## src/rtl/ecc_scrub_pkg.sv

```systemverilog
// Shared types and constants for the ECC scrubber: FSM states, codeword widths,
// and the mapping between stored {ecc, data} layout and Hamming bit positions.
package ecc_scrub_pkg;
  localparam int ECC_W  = 7;
  localparam int DATA_W = 32;
  localparam int CW_W   = 39;
  localparam int CNT_W  = 16;

  typedef enum logic [2:0] {
    IDLE, RD_REQ, RD_WAIT, CHECK, WR_REQ, NEXT, HALT
  } scrub_state_e;

  // Hamming order: position 0 holds overall parity (ecc[6]), positions
  // 1,2,4,8,16,32 hold ecc[5:0], the rest hold data bits in ascending order.
  function automatic logic [CW_W-1:0] to_ham(input logic [DATA_W-1:0] d,
                                             input logic [ECC_W-1:0] e);
    logic [CW_W-1:0] h;
    int k;
    h = '0;
    k = 0;
    h[0]  = e[6];
    h[1]  = e[0];
    h[2]  = e[1];
    h[4]  = e[2];
    h[8]  = e[3];
    h[16] = e[4];
    h[32] = e[5];
    for (int p = 3; p < CW_W; p++) begin
      if (p != 4 && p != 8 && p != 16 && p != 32) begin
        h[p] = d[k[4:0]];
        k++;
      end
    end
    return h;
  endfunction

  function automatic logic [CW_W-1:0] from_ham(input logic [CW_W-1:0] h);
    logic [CW_W-1:0] cw;
    int k;
    cw = '0;
    k  = 0;
    cw[38] = h[0];
    cw[32] = h[1];
    cw[33] = h[2];
    cw[34] = h[4];
    cw[35] = h[8];
    cw[36] = h[16];
    cw[37] = h[32];
    for (int p = 3; p < CW_W; p++) begin
      if (p != 4 && p != 8 && p != 16 && p != 32) begin
        cw[k[4:0]] = h[p];
        k++;
      end
    end
    return cw;
  endfunction
endpackage

```

## src/rtl/ecc_sat_counter.sv

```systemverilog
// Saturating up-counter; clear has priority over increment.
module ecc_sat_counter #(
  parameter int W = 16
) (
  input  logic         clk,
  input  logic         rst_l,
  input  logic         clr,
  input  logic         inc,
  output logic [W-1:0] count
);
  always_ff @(posedge clk) begin
    if (!rst_l)                     count <= '0;
    else if (clr)                   count <= '0;
    else if (inc && count != '1)    count <= count + 1'b1;
  end
endmodule

```

## src/rtl/rvecc_decode.sv

```systemverilog
// SECDED decoder for a 32-bit word with 7 check bits; corrects single errors
// (unless sed_ded=1) and flags double errors.
module rvecc_decode
  import ecc_scrub_pkg::*;
(
  input  logic              en,
  input  logic [DATA_W-1:0] din,
  input  logic [ECC_W-1:0]  ecc_in,
  input  logic              sed_ded,
  output logic [DATA_W-1:0] dout,
  output logic [ECC_W-1:0]  ecc_out,
  output logic              single_ecc_error,
  output logic              double_ecc_error
);
  logic [CW_W-1:0] h;
  logic [CW_W-1:0] hc;
  logic [5:0]      syn;
  logic            par;
  logic            fix;

  always_comb begin
    h   = to_ham(din, ecc_in);
    syn = '0;
    for (int p = 1; p < CW_W; p++) begin
      if (h[p]) syn = syn ^ 6'(p);
    end
    par = ^h;
    single_ecc_error = en & par;
    double_ecc_error = en & ~par & (syn != '0);
    fix = single_ecc_error & ~sed_ded;
    // A zero syndrome with bad parity means the parity bit itself flipped.
    hc = h;
    for (int p = 0; p < CW_W; p++) begin
      if (fix && syn == 6'(p)) hc[p] = ~hc[p];
    end
    {ecc_out, dout} = from_ham(hc);
  end
endmodule

```

## src/rtl/ecc_scrub_ctrl.sv

```systemverilog
// Background SECDED scrubber: reads each word, writes back corrected data on SEC,
// logs DED. Define ECC_SCRUB_DED_HALT_EN to park in HALT on a DED until clr_stats.
module ecc_scrub_ctrl
  import ecc_scrub_pkg::*;
#(
  parameter int DEPTH    = 1024,
  parameter int AW       = $clog2(DEPTH),
  parameter int INTERVAL = 256
) (
  input  logic              clk,
  input  logic              rst_l,
  input  logic              scrub_en,
  input  logic              clr_stats,
  output logic              mem_req,
  input  logic              mem_gnt,
  output logic              mem_we,
  output logic [AW-1:0]     mem_addr,
  output logic [CW_W-1:0]   mem_wdata,
  input  logic [CW_W-1:0]   mem_rdata,
  output logic [CNT_W-1:0]  sec_count,
  output logic [CNT_W-1:0]  ded_count,
  output logic              ded_flag,
  output logic [AW-1:0]     ded_addr,
  output logic              pass_done,
  output logic              busy,
  output scrub_state_e      state_dbg
);
  localparam logic [AW-1:0] LAST_ADDR  = AW'(DEPTH - 1);
  localparam logic [15:0]   IVL_RELOAD = 16'(INTERVAL - 1);

  scrub_state_e      state;
  logic [AW-1:0]     ptr;
  logic [15:0]       ivl_cnt;
  logic [CW_W-1:0]   rdata_q;
  logic [DATA_W-1:0] dec_data;
  logic [ECC_W-1:0]  dec_ecc;
  logic              sec, ded, sec_inc, ded_inc;

  rvecc_decode u_dec (
    .en               (1'b1),
    .din              (rdata_q[DATA_W-1:0]),
    .ecc_in           (rdata_q[CW_W-1:DATA_W]),
    .sed_ded          (1'b0),
    .dout             (dec_data),
    .ecc_out          (dec_ecc),
    .single_ecc_error (sec),
    .double_ecc_error (ded)
  );

  assign sec_inc = (state == CHECK) & sec;
  assign ded_inc = (state == CHECK) & ded;

  ecc_sat_counter #(.W(CNT_W)) u_sec_cnt (
    .clk(clk), .rst_l(rst_l), .clr(clr_stats), .inc(sec_inc), .count(sec_count)
  );
  ecc_sat_counter #(.W(CNT_W)) u_ded_cnt (
    .clk(clk), .rst_l(rst_l), .clr(clr_stats), .inc(ded_inc), .count(ded_count)
  );

  // Memory port handshake: mem_req acts as valid; mem_we/mem_addr/mem_wdata are
  // held stable while mem_req=1, and the transfer happens in the cycle where
  // mem_req=1 and mem_gnt=1. Read data arrives exactly one cycle after that.
  assign mem_req   = (state == RD_REQ) || (state == WR_REQ);
  assign mem_we    = (state == WR_REQ);
  assign mem_addr  = ptr;
  assign busy      = (state != IDLE);
  assign state_dbg = state;

  always_ff @(posedge clk) begin
    if (!rst_l) begin
      state     <= IDLE;
      ptr       <= '0;
      ivl_cnt   <= IVL_RELOAD;
      rdata_q   <= '0;
      mem_wdata <= '0;
      pass_done <= 1'b0;
      ded_flag  <= 1'b0;
      ded_addr  <= '0;
    end else begin
      pass_done <= 1'b0;
      if (clr_stats) begin
        ded_flag <= 1'b0;
        ded_addr <= '0;
      end else if (ded_inc && !ded_flag) begin
        ded_flag <= 1'b1;
        ded_addr <= ptr;
      end
      case (state)
        IDLE: if (scrub_en) begin
          if (ivl_cnt == '0) state <= RD_REQ;
          else               ivl_cnt <= ivl_cnt - 1'b1;
        end
        RD_REQ: if (mem_gnt) state <= RD_WAIT;
        RD_WAIT: begin
          rdata_q <= mem_rdata;
          state   <= CHECK;
        end
        CHECK: begin
          if (sec) begin
            mem_wdata <= {dec_ecc, dec_data};
            state     <= WR_REQ;
          end else if (ded) begin
`ifdef ECC_SCRUB_DED_HALT_EN
            state <= HALT;
`else
            state <= NEXT;
`endif
          end else begin
            state <= NEXT;
          end
        end
        WR_REQ: if (mem_gnt) state <= NEXT;
        NEXT: begin
          if (ptr == LAST_ADDR) begin
            ptr       <= '0;
            pass_done <= 1'b1;
          end else begin
            ptr <= ptr + 1'b1;
          end
          ivl_cnt <= IVL_RELOAD;
          state   <= IDLE;
        end
`ifdef ECC_SCRUB_DED_HALT_EN
        HALT: if (clr_stats) state <= NEXT;
`endif
        default: state <= IDLE;
      endcase
    end
  end
endmodule

```

## config.mk

```make
export PLATFORM = sky130hd
export DESIGN_NAME = ecc_scrub_ctrl
export DESIGN_NICKNAME = d
export VERILOG_FILES = /design/src/rtl/ecc_scrub_pkg.sv /design/src/rtl/ecc_sat_counter.sv /design/src/rtl/rvecc_decode.sv /design/src/rtl/ecc_scrub_ctrl.sv
export SDC_FILE = /design/constraint.sdc
export NUM_CORES = 1
export LEC_CHECK = 0
export ABC_CLOCK_PERIOD_IN_PS = 5400
export BUFFER_PORTS_ARGS = -buffer_cell sky130_fd_sc_hd__buf_2
export CAP_MARGIN = 20
export CORE_ASPECT_RATIO = 0.5
export CORE_UTILIZATION = 55
export CTS_BUF_LIST = sky130_fd_sc_hd__clkbuf_16
export DETAILED_ROUTE_END_ITERATION = 16
export HOLD_SLACK_MARGIN = 0.12
export PLACE_DENSITY = 0.81
export SLEW_MARGIN = 15
export SYNTH_ARGS = -nofsm -noshare
export SYNTH_HDL_FRONTEND = slang
export SYNTH_SLANG_ARGS = --single-unit
```

## constraint.sdc

```tcl
create_clock -name clk -period 5.4 [get_ports clk]
set_input_delay 0.54 -clock clk [delete_from_list [all_inputs] [get_ports clk]]
set_output_delay 0.54 -clock clk [all_outputs]
set_load 0.02 [all_outputs]
```

==> results.yml <==
routing:
  vias_per_cell: 5.58
  routedWlPerCell_um: 15.6
  drt_iter0_drc: 612
  drt_drc_violations_left: 0
  firstDrtPassIters: 7
  postRouteWirelength_mm: 18.2
  vias: 6506
  post_route_ant_nets: 0
pwr:
  ir_worst_vdd_uv: 179
  power_density_mw_per_mm2: 274
  power.total_mw: 2.37
  leakage_nw: 3.27
logic_synthesis:
  syn_avg_cell_area_um2: 8.44
  synth_cell_area_mm2: 0.00723
  synth_nets: 905
  synth-seq-cells: 151
  yosysWarnings: 0
  synthTopCellsByArea: "dfxtp_1 (42%), xnor2_1 (11%), nor2_1 (6.1%)"
  yosysSeqAreaShare_pct: 41.8
  synth_top_cells_by_count: "dfxtp_1 (151), nor2_1 (118), nand2_1 (115)"
  synth.most_common_cell: "dfxtp_1"
  synth_top_area_share_pct: 41.8
  syn-instance-count: 857
  synth_cell_types: 49
  primary_flip_flop_cell_chosen_by_synthesis_mapping: "dfxtp_1"
  number_of_enable_flip_flop_cells_after_synthesis: 0
  asyncSetResetFlopFracSynth_pct: 0
  synth_top_area_cell: "dfxtp_1"
die:
  row_cnt: 29
  chipWidth_um: 164
  fp.coreArea_mm2: 0.0127
  die_area_mm2: 0.0136
  design.portCount: 143
  die_height_um: 83.1
  floorplan.initialDensity_pct: 56.8
layout:
  layout-area-overhead-vs-synth_pct: 19.6
  antenna_diode_count: 0
  layout-drive-gt1-share_pct: 20.4
  post_layout_nonfiller_instances: 1166
  multiInputGateArea_mm2: 0.00402
  fillerInstances: 1035
  final_nets: 1031
  seq_area_mm2: 0.00302
sta:
  max_freq_ghz: 0.304
  final.period_utilization_pct: 60.8
  endpoints_failing_setup: 0
  finalCriticalPeriod_ns: 3.28
  relSlewSlack_pct: 41.3
  rsz_0062_raised_after_global_routing: "false"
  worst-slew-pin-transition_ns: 0.874
  finalClockSkew_ns: 0.0135
  timing.final.hold_violations: 0
  slew_violations: 0
  fin_setup_tns_ns: 0
setup_path:
  timing_worst_setup_path_type: "reg2reg"
  crit_path_start_kind: "flop"
  worstPathMaxFanout: 84
  cp.required_ns: 5.69
  end_kind: "flop"
  worst-endpoint-arrival_ns: 3.58
global_routing:
  grt_pass1_wl_mm: 29.1
  first_global_vias: 5901
  groute.usage.overall_pct: 27.1
  grt_antenna_before_repair: 0
  grt_start_max_net_pins: 85
  overflow_after_grt: 0
clock_network:
  tritoncts: "yes"
  cts_hold_buffers: 0
  cts.repair_timing.setup_buffer_count: 0
  clock-root-buffer: "clkbuf_16"
  clk_latency_ns: 0.43
  post_cts_resized: 0
  number_of_sinks_handled_by_clock_tree_synthesis: 151
  cts.path.max_buffers: 2
  numCtsBuffers: 17
  htree_num_levels: 4
  cts.clk_slew.worst_paths_ns: 0.06
flow_run:
  timing.max_cap.violations: 0
place:
  place.detailed.hpwl_mm: 12.7
  port-buffer-count: 142
  globalplace.congestion: 0.923
  post-place-cells: 1134
worst_hold_path:
  hold_crit_path_type: "in2reg"
run_status:
  outcome: "completed"
-- layer usage --
metal	global-route usage (%)	vias up	routed length [um]
li1	-	3202	-
met1	37.1	3080	8490
met2	42.0	199	8430
met3	6.14	25	1040
met4	8.75	0	250
met5	0	-	0
-- power by group --
group | switching (mW) | internal [mW]
logic | 0.0262 | 0.0160
clock network | 0.483 | 0.729
registers | 0.00143 | 1.12
-- final timing paths --
| check | start | end | slack, ns | cells past startpoint |
|---|---|---|---|---|
| max | rdata_q[10]$_SDFFE_PN0P_ | u_sec_cnt.count[8]$_SDFFE_PP0P_ | 2.12 | 10 |
| min | mem_rdata[29] | rdata_q[29]$_SDFFE_PN0P_ | 0.35 | 3 |
| max reg2reg | rdata_q[10]$_SDFFE_PN0P_ | u_sec_cnt.count[8]$_SDFFE_PP0P_ | 2.12 | 10 |
| min reg2reg | ded_addr[1]$_SDFFE_PP0P_ | ded_addr[1]$_SDFFE_PP0P_ | 0.49 | 2 |
-- placed cells by master, fill, tap and decap left out, types with 18 or more instances in the layout --
| cell | n |
|---|---|
| xnor2_1 | 89 |
| a21oi_1 | 63 |
| xor2_1 | 26 |
| or3_1 | 26 |
| buf_2 | 142 |
| nor3_1 | 18 |
| o21ai_0 | 28 |
| nor2_1 | 117 |
| nand2_1 | 115 |
| nand3_1 | 25 |
| a211oi_1 | 23 |
| dfxtp_1 | 151 |
-- area by class of cell --
type / count / area share (%)
clock buffers: 17 / 4.91
clock inverters: 15 / 2.04
inverters: 10 / 0.434
multi-input cells: 654 / 46.4
flip-flops and latches: 151 / 34.9
well taps: 170 / 2.46
repair buffers: 149 / 8.82
-- worst max-delay path, stage by stage, from the launching register on --
cell	delay, ns
dfxtp_1	0.45
xnor2_2	0.16
xnor2_2	0.13
xnor2_2	0.32
xnor3_2	0.57
xnor2_2	0.23
nor2_4	0.10
buf_4	0.63
nand4_1	0.26
xor2_1	0.23
nor2_1	0.06
-- cell families (layout without fill, tap and decap cells) --
family          count (synthesis)  in the layout  synth area share [%]
simple gates                  362            362                  23.2
flops                         151            151                  41.8
compound gates                148            148                  12.7
xor+xnor                      128            128                  17.2
buf+inv                        52            191                  2.82
mux                            12             12                  1.66
fa+ha+maj                       4              4                 0.692
-- state kept, by name, indices dropped and copies added, names as in the netlist, 3 cells and up --
register and count:
mem_addr 10, rdata_q 39, u_ded_cnt.count 16, ivl_cnt 16, ded_addr 10, u_sec_cnt.count 16, mem_wdata 39, state_dbg 3
-- through the flow --
| step | cell area, um2 | worst slack (ns) | hold slack [ns] | util [%] |
|---|---|---|---|---|
| 2_1_floorplan | 7230 | 2.73 | 0.456 | - |
| 3_3_place_gp | 8050 | 2.37 | 0.470 | 63.2 |
| 3_5_place_dp | 8050 | 2.25 | 0.479 | 63.2 |
| 4_1_cts | 8660 | 2.17 | 0.343 | 68.0 |
| 5_1_grt | 8660 | 1.91 | 0.338 | 68.0 |
| 6_report | 8660 | 2.12 | 0.351 | 68.0 |
No activity file was read; power rests on OpenSTA's default activity.
